**src/rtl/srl_sched_pkg.sv**
```systemverilog
// Shared types and defaults for the SRL test scheduler.
// Optional build macro SRL_SCHED_LOOP_EN is consumed by srl_test_scheduler.
package srl_sched_pkg;

  typedef enum logic [2:0] {
    StIdle,
    StReset,
    StWarmup,
    StRun,
    StNext,
    StDone
  } sched_state_e;

  localparam int unsigned NumChDefault       = 8;
  localparam int unsigned PrescalerDefault   = 4;
  localparam int unsigned RstCyclesDefault   = 4;
  localparam int unsigned WarmupTicksDefault = 64;
  localparam int unsigned RunTicksDefault    = 256;

  // Counter width that never collapses to zero bits.
  function automatic int unsigned cnt_width(input int unsigned n);
    return (n > 1) ? $clog2(n) : 1;
  endfunction

endpackage

```
**src/rtl/srl_test_scheduler_if.sv**
```systemverilog
// Control/status and tester-bank signals of the SRL test scheduler.
// master = board side (switches, testers' error lines), slave = scheduler.
interface srl_test_scheduler_if
  import srl_sched_pkg::*;
#(
  parameter int unsigned NUM_CH = NumChDefault
);
  localparam int unsigned ChW = cnt_width(NUM_CH);

  logic              start;
  logic              abort;
  logic [NUM_CH-1:0] err_in;
  logic [NUM_CH-1:0] tester_rst;
  logic [NUM_CH-1:0] tester_ce;
  logic [ChW-1:0]    cur_ch;
  logic              busy;
  logic              done;
  logic [NUM_CH-1:0] fail_mask;

  modport master (
    output start, abort, err_in,
    input  tester_rst, tester_ce, cur_ch, busy, done, fail_mask
  );

  modport slave (
    input  start, abort, err_in,
    output tester_rst, tester_ce, cur_ch, busy, done, fail_mask
  );

endinterface

```
**src/rtl/srl_sched_prescaler.sv**
```systemverilog
// Shift-tick prescaler: counts while enabled, tick on PRESCALER-1 then wraps.
// Synchronous clear has priority over enable.
module srl_sched_prescaler
  import srl_sched_pkg::*;
#(
  parameter int unsigned PRESCALER = PrescalerDefault
) (
  input  logic clk,
  input  logic rst_n,
  input  logic clr,
  input  logic en,
  output logic tick
);
  localparam int unsigned CntW = cnt_width(PRESCALER);
  localparam logic [CntW-1:0] CntLast = CntW'(PRESCALER - 1);

  logic [CntW-1:0] cnt_q, cnt_d;

  assign tick = en && (cnt_q == CntLast);

  always_comb begin
    cnt_d = cnt_q;
    if (clr) begin
      cnt_d = '0;
    end else if (en) begin
      cnt_d = tick ? '0 : cnt_q + 1'b1;
    end
  end

  always_ff @(posedge clk or negedge rst_n) begin
    if (!rst_n) begin
      cnt_q <= '0;
    end else begin
      cnt_q <= cnt_d;
    end
  end

endmodule

```
**src/rtl/srl_test_scheduler.sv**
```systemverilog
// Time-shares a bank of SRL chain testers: per channel reset, warm-up, measured run.
// Define SRL_SCHED_LOOP_EN to sweep continuously with a done pulse per wrap.
module srl_test_scheduler
  import srl_sched_pkg::*;
#(
  parameter int unsigned NUM_CH       = NumChDefault,
  parameter int unsigned PRESCALER    = PrescalerDefault,
  parameter int unsigned RST_CYCLES   = RstCyclesDefault,
  parameter int unsigned WARMUP_TICKS = WarmupTicksDefault,
  parameter int unsigned RUN_TICKS    = RunTicksDefault
) (
  input logic                 clk,
  input logic                 rst_n,
  srl_test_scheduler_if.slave bus
);
  localparam int unsigned ChW      = cnt_width(NUM_CH);
  localparam int unsigned MaxTicks = (WARMUP_TICKS > RUN_TICKS) ? WARMUP_TICKS : RUN_TICKS;
  localparam int unsigned TickW    = cnt_width(MaxTicks);
  localparam int unsigned RstW     = cnt_width(RST_CYCLES);

  localparam logic [ChW-1:0]   ChLast   = ChW'(NUM_CH - 1);
  localparam logic [TickW-1:0] WarmLast = TickW'(WARMUP_TICKS - 1);
  localparam logic [TickW-1:0] RunLast  = TickW'(RUN_TICKS - 1);
  localparam logic [RstW-1:0]  RstLast  = RstW'(RST_CYCLES - 1);

  sched_state_e      state_q, state_d;
  logic [ChW-1:0]    cur_ch_q, cur_ch_d;
  logic [RstW-1:0]   rst_cnt_q, rst_cnt_d;
  logic [TickW-1:0]  tick_cnt_q, tick_cnt_d;
  logic [NUM_CH-1:0] err_q;
  logic              run_dly_q, run_dly_d;
  logic [NUM_CH-1:0] fail_q, fail_d;
  logic [NUM_CH-1:0] tester_rst_q, tester_rst_d;
  logic [NUM_CH-1:0] tester_ce_q, tester_ce_d;
  logic              busy_q, busy_d;
  logic              done_q, done_d;
  logic [1:0]        rst_sync_q;
  logic              clr_fail;
  logic              presc_en;
  logic              tick;
`ifdef SRL_SCHED_LOOP_EN
  logic              wrap;
`endif

  assign presc_en = (state_q == StWarmup) || (state_q == StRun);

  srl_sched_prescaler #(
    .PRESCALER (PRESCALER)
  ) u_prescaler (
    .clk   (clk),
    .rst_n (rst_n),
    .clr   (!presc_en),
    .en    (presc_en),
    .tick  (tick)
  );

  always_comb begin
    state_d    = state_q;
    cur_ch_d   = cur_ch_q;
    rst_cnt_d  = rst_cnt_q;
    tick_cnt_d = tick_cnt_q;
    fail_d     = fail_q;
    clr_fail   = 1'b0;
`ifdef SRL_SCHED_LOOP_EN
    wrap       = 1'b0;
`endif

    unique case (state_q)
      StIdle: begin
        // Hold off until the reset deassertion has passed the synchronizer.
        if (bus.start && rst_sync_q[1]) begin
          state_d  = StReset;
          cur_ch_d = '0;
          clr_fail = 1'b1;
        end
      end
      StReset: begin
        if (rst_cnt_q == RstLast) begin
          state_d    = StWarmup;
          rst_cnt_d  = '0;
          tick_cnt_d = '0;
        end else begin
          rst_cnt_d = rst_cnt_q + 1'b1;
        end
      end
      StWarmup: begin
        if (tick) begin
          if (tick_cnt_q == WarmLast) begin
            state_d    = StRun;
            tick_cnt_d = '0;
          end else begin
            tick_cnt_d = tick_cnt_q + 1'b1;
          end
        end
      end
      StRun: begin
        if (tick) begin
          if (tick_cnt_q == RunLast) begin
            state_d    = StNext;
            tick_cnt_d = '0;
          end else begin
            tick_cnt_d = tick_cnt_q + 1'b1;
          end
        end
      end
      StNext: begin
        if (cur_ch_q == ChLast) begin
`ifdef SRL_SCHED_LOOP_EN
          state_d  = StReset;
          cur_ch_d = '0;
          wrap     = 1'b1;
`else
          state_d  = StDone;
`endif
        end else begin
          state_d  = StReset;
          cur_ch_d = cur_ch_q + 1'b1;
        end
      end
      StDone: begin
        if (bus.start) begin
          state_d  = StReset;
          cur_ch_d = '0;
          clr_fail = 1'b1;
        end
      end
      default: state_d = StIdle;
    endcase

    // err_q and run_dly_q are both one clock late, so the window matches RUN exactly.
    if (run_dly_q && err_q[cur_ch_q]) begin
      fail_d[cur_ch_q] = 1'b1;
    end
    if (clr_fail) begin
      fail_d = '0;
    end

    if (bus.abort) begin
      state_d    = StIdle;
      cur_ch_d   = '0;
      rst_cnt_d  = '0;
      tick_cnt_d = '0;
`ifdef SRL_SCHED_LOOP_EN
      wrap       = 1'b0;
`endif
    end

    run_dly_d = (state_q == StRun) && !bus.abort;
    busy_d    = state_d inside {StReset, StWarmup, StRun, StNext};
`ifdef SRL_SCHED_LOOP_EN
    done_d    = wrap;
`else
    done_d    = (state_d == StDone);
`endif

    tester_rst_d = '1;
    if (state_d inside {StWarmup, StRun, StNext}) begin
      tester_rst_d[cur_ch_d] = 1'b0;
    end

    tester_ce_d = '0;
    if (tick && !bus.abort) begin
      tester_ce_d[cur_ch_q] = 1'b1;
    end
  end

  always_ff @(posedge clk or negedge rst_n) begin
    if (!rst_n) begin
      rst_sync_q   <= 2'b00;
      state_q      <= StIdle;
      cur_ch_q     <= '0;
      rst_cnt_q    <= '0;
      tick_cnt_q   <= '0;
      err_q        <= '0;
      run_dly_q    <= 1'b0;
      fail_q       <= '0;
      tester_rst_q <= '1;
      tester_ce_q  <= '0;
      busy_q       <= 1'b0;
      done_q       <= 1'b0;
    end else begin
      rst_sync_q   <= {rst_sync_q[0], 1'b1};
      state_q      <= state_d;
      cur_ch_q     <= cur_ch_d;
      rst_cnt_q    <= rst_cnt_d;
      tick_cnt_q   <= tick_cnt_d;
      err_q        <= bus.err_in;
      run_dly_q    <= run_dly_d;
      fail_q       <= fail_d;
      tester_rst_q <= tester_rst_d;
      tester_ce_q  <= tester_ce_d;
      busy_q       <= busy_d;
      done_q       <= done_d;
    end
  end

  assign bus.tester_rst = tester_rst_q;
  assign bus.tester_ce  = tester_ce_q;
  assign bus.cur_ch     = cur_ch_q;
  assign bus.busy       = busy_q;
  assign bus.done       = done_q;
  assign bus.fail_mask  = fail_q;

endmodule

```
**src/flat_wrapper.sv**
```systemverilog
// flat-port wrapper written by rule: the top's interface ports become plain ports
module srl_test_scheduler_flat import srl_sched_pkg::*;
#(
  parameter int unsigned NUM_CH       = NumChDefault,
  parameter int unsigned PRESCALER    = PrescalerDefault,
  parameter int unsigned RST_CYCLES   = RstCyclesDefault,
  parameter int unsigned WARMUP_TICKS = WarmupTicksDefault,
  parameter int unsigned RUN_TICKS    = RunTicksDefault
)
  (clk, rst_n, bus_start, bus_abort, bus_err_in, bus_tester_rst, bus_tester_ce, bus_cur_ch, bus_busy, bus_done, bus_fail_mask);
  srl_test_scheduler_if #(.NUM_CH(NUM_CH)) bus_i ();
  input logic clk;
  input logic rst_n;
  input wire logic [$bits(bus_i.start)-1:0] bus_start;
  input wire logic [$bits(bus_i.abort)-1:0] bus_abort;
  input wire logic [$bits(bus_i.err_in)-1:0] bus_err_in;
  output wire logic [$bits(bus_i.tester_rst)-1:0] bus_tester_rst;
  output wire logic [$bits(bus_i.tester_ce)-1:0] bus_tester_ce;
  output wire logic [$bits(bus_i.cur_ch)-1:0] bus_cur_ch;
  output wire logic [$bits(bus_i.busy)-1:0] bus_busy;
  output wire logic [$bits(bus_i.done)-1:0] bus_done;
  output wire logic [$bits(bus_i.fail_mask)-1:0] bus_fail_mask;
  assign bus_i.start = bus_start;
  assign bus_i.abort = bus_abort;
  assign bus_i.err_in = bus_err_in;
  assign bus_tester_rst = bus_i.tester_rst;
  assign bus_tester_ce = bus_i.tester_ce;
  assign bus_cur_ch = bus_i.cur_ch;
  assign bus_busy = bus_i.busy;
  assign bus_done = bus_i.done;
  assign bus_fail_mask = bus_i.fail_mask;
  srl_test_scheduler #(.NUM_CH(NUM_CH), .PRESCALER(PRESCALER), .RST_CYCLES(RST_CYCLES), .WARMUP_TICKS(WARMUP_TICKS), .RUN_TICKS(RUN_TICKS)) u_core (.clk(clk), .rst_n(rst_n), .bus(bus_i));
endmodule
```
**config.mk**
```make
export PLATFORM = sky130hd
export DESIGN_NAME = srl_test_scheduler_flat
export DESIGN_NICKNAME = d
export VERILOG_FILES = /design/src/rtl/srl_sched_pkg.sv /design/src/rtl/srl_test_scheduler_if.sv /design/src/rtl/srl_sched_prescaler.sv /design/src/rtl/srl_test_scheduler.sv /design/src/flat_wrapper.sv
export SDC_FILE = /design/constraint.sdc
export NUM_CORES = 1
export LEC_CHECK = 0
export ABC_CLOCK_PERIOD_IN_PS = 1700
export CORE_ASPECT_RATIO = 1.4
export CORE_MARGIN = 2
export CORE_UTILIZATION = 54
export CTS_BUF_LIST = sky130_fd_sc_hd__clkbuf_8
export CTS_CLUSTER_DIAMETER = 120
export DETAILED_ROUTE_END_ITERATION = 16
export GPL_TIMING_DRIVEN = 0
export PLACE_DENSITY = 0.81
export SLEW_MARGIN = 10
export SYNTH_ARGS = -nofsm -noshare
export SYNTH_HDL_FRONTEND = slang
export SYNTH_SLANG_ARGS = --single-unit
```
**constraint.sdc**
```tcl
create_clock -name clk -period 1.7 [get_ports clk]
set_input_delay 0.34 -clock clk [delete_from_list [all_inputs] [get_ports clk]]
set_output_delay 0.34 -clock clk [all_outputs]
set_load 0.005 [all_outputs]
```
### After elaboration in Yosys (flattened, before gate mapping)

Cells that the tools add are included.
W data, S select, Z words.

| storage, ports and cells | value |
|---|---|
| register bits | 55 |
| word-level logic and storage cells | 97 |
| memories | 0 |
| latch bits | 0 |
| ROM bits | 0 |
| memory bits (writable) | 0 |

| cells by class | value |
|---|---|
| order comparisons | 4 |
| bitwise gates (word level) | 2 |
| $mul | 0 |
| reduce and logical (&&, ||, !) cells | 16 |
| add/sub/neg operators | 4 |
| eq/ne operators | 18 |
| shift operators | 0 |
| div/mod/pow operators | 0 |
| muxes and demuxes | 40 |

Operator list:

| operator | number |
|---|---|
| $mux W8 | 10 |
| $mux W3 | 13 |
| $pmux W8 S3 | 1 |
| $pmux W3 S6 | 1 |
| $eq A3 B3 Y1 const B | 5 |
| $eq A3 B2 Y1 const B | 4 |
| $mux W2 | 5 |
| $ne A3 B2 Y1 const B | 3 |
| $pmux W3 S3 | 1 |
| $add A8 B1 Y8 const B | 1 |
| $eq A8 B6 Y1 const B | 1 |
| $eq A8 B8 Y1 const B | 1 |
| $lt A3 B4 Y1 const B | 2 |
| $not A8 Y8 | 1 |
| $or A8 B8 Y8 | 1 |
| $reduce_bool A4 Y1 | 2 |
| $logic_and A1 B1 Y1 | 7 |
| $demux W1 S3 | 2 |
| $eq A3 B1 Y1 const B | 2 |
| $ge A3 B1 Y1 const B | 2 |
| $mux W1 | 5 |
| $add A2 B1 Y2 const B | 2 |
| $eq A2 B2 Y1 const B | 2 |
| $reduce_and A4 Y1 | 1 |
| other kinds (8) | 9 |

### Logic depth before layout (Yosys ltp)

Gate-level depths: netlist of run 1.

| logic depth | value |
|---|---|
| word-level depth | 10 |
| gate-level depth with buffers | 7 |

### Hierarchy

A second synthesis of run 1 with hierarchy kept.

| second synthesis, totals | value |
|---|---|
| cells, all modules | 217 |
| area, all modules | 2,514.9 µm² |

By module, submodules not included:

| module | area an instance (µm²) | instances | cells an instance | seq. area each (µm²) |
|---|---|---|---|---|
| srl_test_scheduler | 2,408.6 | 1 | 208 | 1,336.3 |
| srl_sched_prescaler | 106.4 | 1 | 9 | 50.0 |

### Least setup slack after synthesis of run 1

OpenSTA, ideal clock, no wires.

| path | value |
|---|---|
| path type | flip-flop to flip-flop |
| from | register u_core.u_prescaler.cnt_q[0] |
| to | register u_core.tick_cnt_q[7] |
| arrival time | 1.450 ns |
| setup slack | 0.123 ns |
| data required time | 1.574 ns |
| stages on the path, launching flop included | 8 |
| buffers on the path | 1 |
| cell sequence | dfrtp_1 > ha_1 > clkbuf_1 > nand2_1 > a21oi_2 > nor2_2 > nor2_2 > a221o_1 |

| between the ends | value |
|---|---|
| cells in the longest elaborated chain, start to end | 4 |
| elaborated cells between the ends (all ways) | 5 |
| classes of those cells | eq/ne: 3; reduce/logical: 2 |

RTL lines:

| what | line | source |
|---|---|---|
| start: declaration | srl_sched_prescaler.sv:17 | `logic [CntW-1:0] cnt_q, cnt_d;` |
| start signal: assignment | srl_sched_prescaler.sv:34 | `cnt_q <= cnt_d;` |
| $eq A2 B2 Y1 (*) | srl_sched_prescaler.sv:19 | `assign tick = en && (cnt_q == CntLast);` |
| $logic_and A1 B1 Y1 (*) | srl_sched_prescaler.sv:19 |  |
| $ne A3 B2 Y1 (no line) | n/a |  |
| $reduce_and A4 Y1 (no line) (*) | n/a |  |
| end signal: assignment | srl_test_scheduler.sv:186 | `tick_cnt_q <= tick_cnt_d;` |
| end: declaration | srl_test_scheduler.sv:29 | `logic [TickW-1:0] tick_cnt_q, tick_cnt_d;` |

Mark *: on every way between the ends. The rest lies on a longest branch, timed or not.
A chain may end at the register's enable or synchronous reset.

### Final worst setup path of run 1

| path | value |
|---|---|
| from | register u_core.tester_rst_q[4], in the netlist u_core.bus.tester_rst[4] |
| to | output port bus_tester_rst[4] |

RTL lines:

| what | line | source |
|---|---|---|
| start: declaration | srl_test_scheduler.sv:33 | `logic [NUM_CH-1:0] tester_rst_q, tester_rst_d;` |
| start signal: assignment | srl_test_scheduler.sv:190 | `tester_rst_q <= tester_rst_d;` |
| end: declaration | flat_wrapper.sv:17 | `output wire logic [$bits(bus_i.tester_rst)-1:0] bus_tester_rst;` |

No word-level cell between the ends.

==> results of run 1 <==
[sequential cells by signal, summed over array words and instances, names as in the netlist]
register / count
u_core.err_q: 8
u_core.rst_cnt_q: 2
u_core.run_dly_q: 1
u_core.rst_sync_q: 2
u_core.bus.cur_ch: 3
u_core.state_q: 3
u_core.bus.busy: 1
u_core.tick_cnt_q: 8
u_core.bus.done: 1
u_core.bus.tester_ce: 8
u_core.bus.tester_rst: 8
u_core.bus.fail_mask: 8
u_core.u_prescaler.cnt_q: 2
[worst min-delay path by stage]
stage / start / endpoint / slack, ps / cells after the start
2_1_floorplan: rst_n / u_core.bus.busy / 40 / 0
3_3_place_gp: u_core.rst_sync_q[0] / u_core.rst_sync_q[1] / 330 / 0
3_5_place_dp: rst_n / u_core.bus.fail_mask[4] / 290 / 1
4_1_cts: u_core.rst_sync_q[0] / u_core.rst_sync_q[1] / 360 / 0
5_1_grt: u_core.rst_sync_q[0] / u_core.rst_sync_q[1] / 360 / 0
6_report: u_core.rst_sync_q[0] / u_core.rst_sync_q[1] / 360 / 0
[cells by family after synthesis]
family / count (synthesis) / synth area share
flip-flops: 55 / 0.5906
multiplexers: 3 / 0.02399
other: 1 / 0.001598
AND/OR/NAND/NOR: 109 / 0.2335
adder cells (fa/ha/maj): 4 / 0.02132
AO/OA/AOI/OAI: 38 / 0.1088
buffers and inverters: 10 / 0.02025
[final cells by class]
cell class,instances,area share
Clock inverter,3,0.02015
Clock buffer,5,0.02173
Tap cell,45,0.01778
Sequential cell,55,0.4394
Buffer,6,0.01225
Multi-Input combinational cell,155,0.3220
Timing Repair Buffer,52,0.1624
Inverter,3,0.004346
[repair_timing]
action,CTS,global route
endpoints found under the hold margin,16,0
hold buffers,1,0
setup buffers,1,9
endpoints found under the setup margin,14,18
gates resized for setup,10,23
pin swaps,1,6
[synth_stat cells, types with 2 or more instances]
cell type and instances:
a21oi_1 15, a21oi_2 2, a221o_1 3, a31oi_1 5, and2_1 3, and3_1 7, and3b_1 2, buf_2 2
buf_4 2, clkbuf_1 3, dfrtp_1 47, dfstp_2 8, ha_1 4, inv_1 2, mux4_2 2, nand2_1 21
nand2b_1 7, nand3_1 13, nand3b_1 2, nor2_1 33, nor2_2 2, nor2b_1 4, nor3_1 9, o21ai_0 4
[where the power goes]
part | total, mW | switching, mW | leakage, nW | internal [mW]
sequential | 1.34 | 0.00899 | 0.710 | 1.33
clock | 0.985 | 0.403 | 0.0695 | 0.582
combinational | 0.154 | 0.0831 | 0.575 | 0.0710
total | 2.47 | 0.495 | 1.35 | 1.98
[metal layers]
metal,vias to the layer above,GRT usage,wire length [µm]
li1,883,-,-
met1,908,0.2469,1864
met2,55,0.3674,2760
met3,8,0.04409,180
met4,0,0.09333,80
met5,-,0,0
[metrics by stage]
step	power (mW)	area, µm²	utilization
after global placement	1.477	2804	0.6670
after CTS	2.465	3000	0.7137
after global routing	2.560	3167	0.7533
after detailed placement	1.486	2819	0.6705
after floorplan	1.411	2347	-
final	2.475	3167	0.7533
==> out/metrics.yaml, run 1 <==
place:
  gp_congestion: 0.8661
  io_buffers: 40
  dpl.cell_count: 306
  dp_hpwl_um: 3228
  dp_slack_ps: -359.1
floorplanning:
  rows: 28
  initial_core_util: 0.5583
  die_w_um: 59.72
  die_h_um: 82.01
  coreArea_um2: 4204
  num_io_pins: 41
  die_area_um2: 4898
critical_path:
  critPathKind: "register to output port"
  slowest_delay_ps: 530
  cp-startpoint: "u_core.bus.tester_rst[4]"
  cpLargestDelayFamily: "flip-flops"
  r2r_cells: 7
  critPathLaunchType: "register"
  cp_cell_sequence: "clkdlybuf4s50_1"
  ff2ff_setup_slack_ps: 40
  r2r_end: "u_core.bus.tester_rst[5]"
  required_ps: 1360
  endpoint: "bus_tester_rst[4]"
  r2r-start: "u_core.state_q[0]"
  cp-end-kind: "output port"
  worstPathMaxFanout: 1
  crit_buf_inv: 1
  worst-path-stages: 1
  critPathSlowestCell: "dfstp_2"
  crit_arrival_ps: 1320
synthesis:
  synth_top_cell_by_area: "dfrtp_1"
  yosys_warnings: 0
  yosys_register_bits: 55
  syn_area_um2: 2347
  synth_edf_count: 0
  synthCells: 220
  yosysUniqueCellTypes: 42
  yosys-top-cells-area: "dfrtp_1 (50%), dfstp_2 (9.0%), nor2_1 (5.3%)"
  synth_nets: 236
  ys_async_sr_fraction: 1.000
  syn_area_per_cell_um2: 10.67
  seq_area_frac_synth: 0.5906
  synthFlopType: "dfrtp_1"
  yosysTopAreaCellShare: 0.5011
drt:
  vias_per_cell: 5.722
  num_vias: 1854
  drt_pass1_iterations: 4
  avgRoutedWirePerCell_um: 15.08
  drc_errors: 0
  routed_wirelength_um: 4885
  drt-initial-drc-count: 83
  final_antenna_net_count: 0
clocking:
  clock_sink_count: 55
  cts_max_level: 2
  clock_latency_ps: 300
  cts-root-buf: "clkbuf_8"
  cts_buffers: 5
  cts_tree: "built"
  cts.clk_slew.worst_paths_ps: 90
  cts_buffer_depth: 2
sta:
  slew_violations: 0
  setup_viol: 0
  finalCritPeriodShare: 0.9791
  holdWs_ps: 355.8
  setup_slack_ps: 35.56
  min_period_ps: 1664
  fin_skew_ps: 8.984
  timing.fmax_mhz: 600.8
  setup_tns_ps: 0
  final_hold_viol_count: 0
  rsz0062_at_grt: "yes"
finish:
  fin_cells: 324
  multi_input_area_um2: 1020
  diodes: 0
  fin_nets: 294
  layout-drive-gt1-share: 0.2186
  syn2layout_area_growth_pct: 34.91
  fillers: 282
  mostFrequentLayoutCells: "dfrtp_1 (43), clkdlybuf4s50_1 (35), nor2_1 (32)"
  layout_commonest_cell: "dfrtp_1"
  final-seq-area_um2: 1391
outcome:
  status: "finished clean"
global_route:
  grt_max_degree: 40
  grt_overflow: 0
  grt_pass1_wl_um: 7693
  grt_antenna_before_repair: 0
  grt.total_usage: 0.2115
  grt_pass1_vias: 1725
power:
  irDropWorstVdd_mv: 0.4867
  p_leak_nw: 1.354
  powerDensity_nw_per_um2: 781.5
flow_run:
  cap_violations: 0
min_path:
  hp-class: "register to register"
Note: power is estimated with default switching activity, not from simulation.
==> run 2: changes to the inputs <==
--- a/config.mk
+++ b/config.mk
@@ -11,6 +11,7 @@
 export CORE_UTILIZATION = 54
 export CTS_BUF_LIST = sky130_fd_sc_hd__clkbuf_8
 export CTS_CLUSTER_DIAMETER = 120
+export CTS_CLUSTER_SIZE = 24
 export DETAILED_ROUTE_END_ITERATION = 16
 export GPL_TIMING_DRIVEN = 0
 export PLACE_DENSITY = 0.81
==> results of run 2 <==
Same layout as run 1: the final DEF is identical, and so are final timing and power.
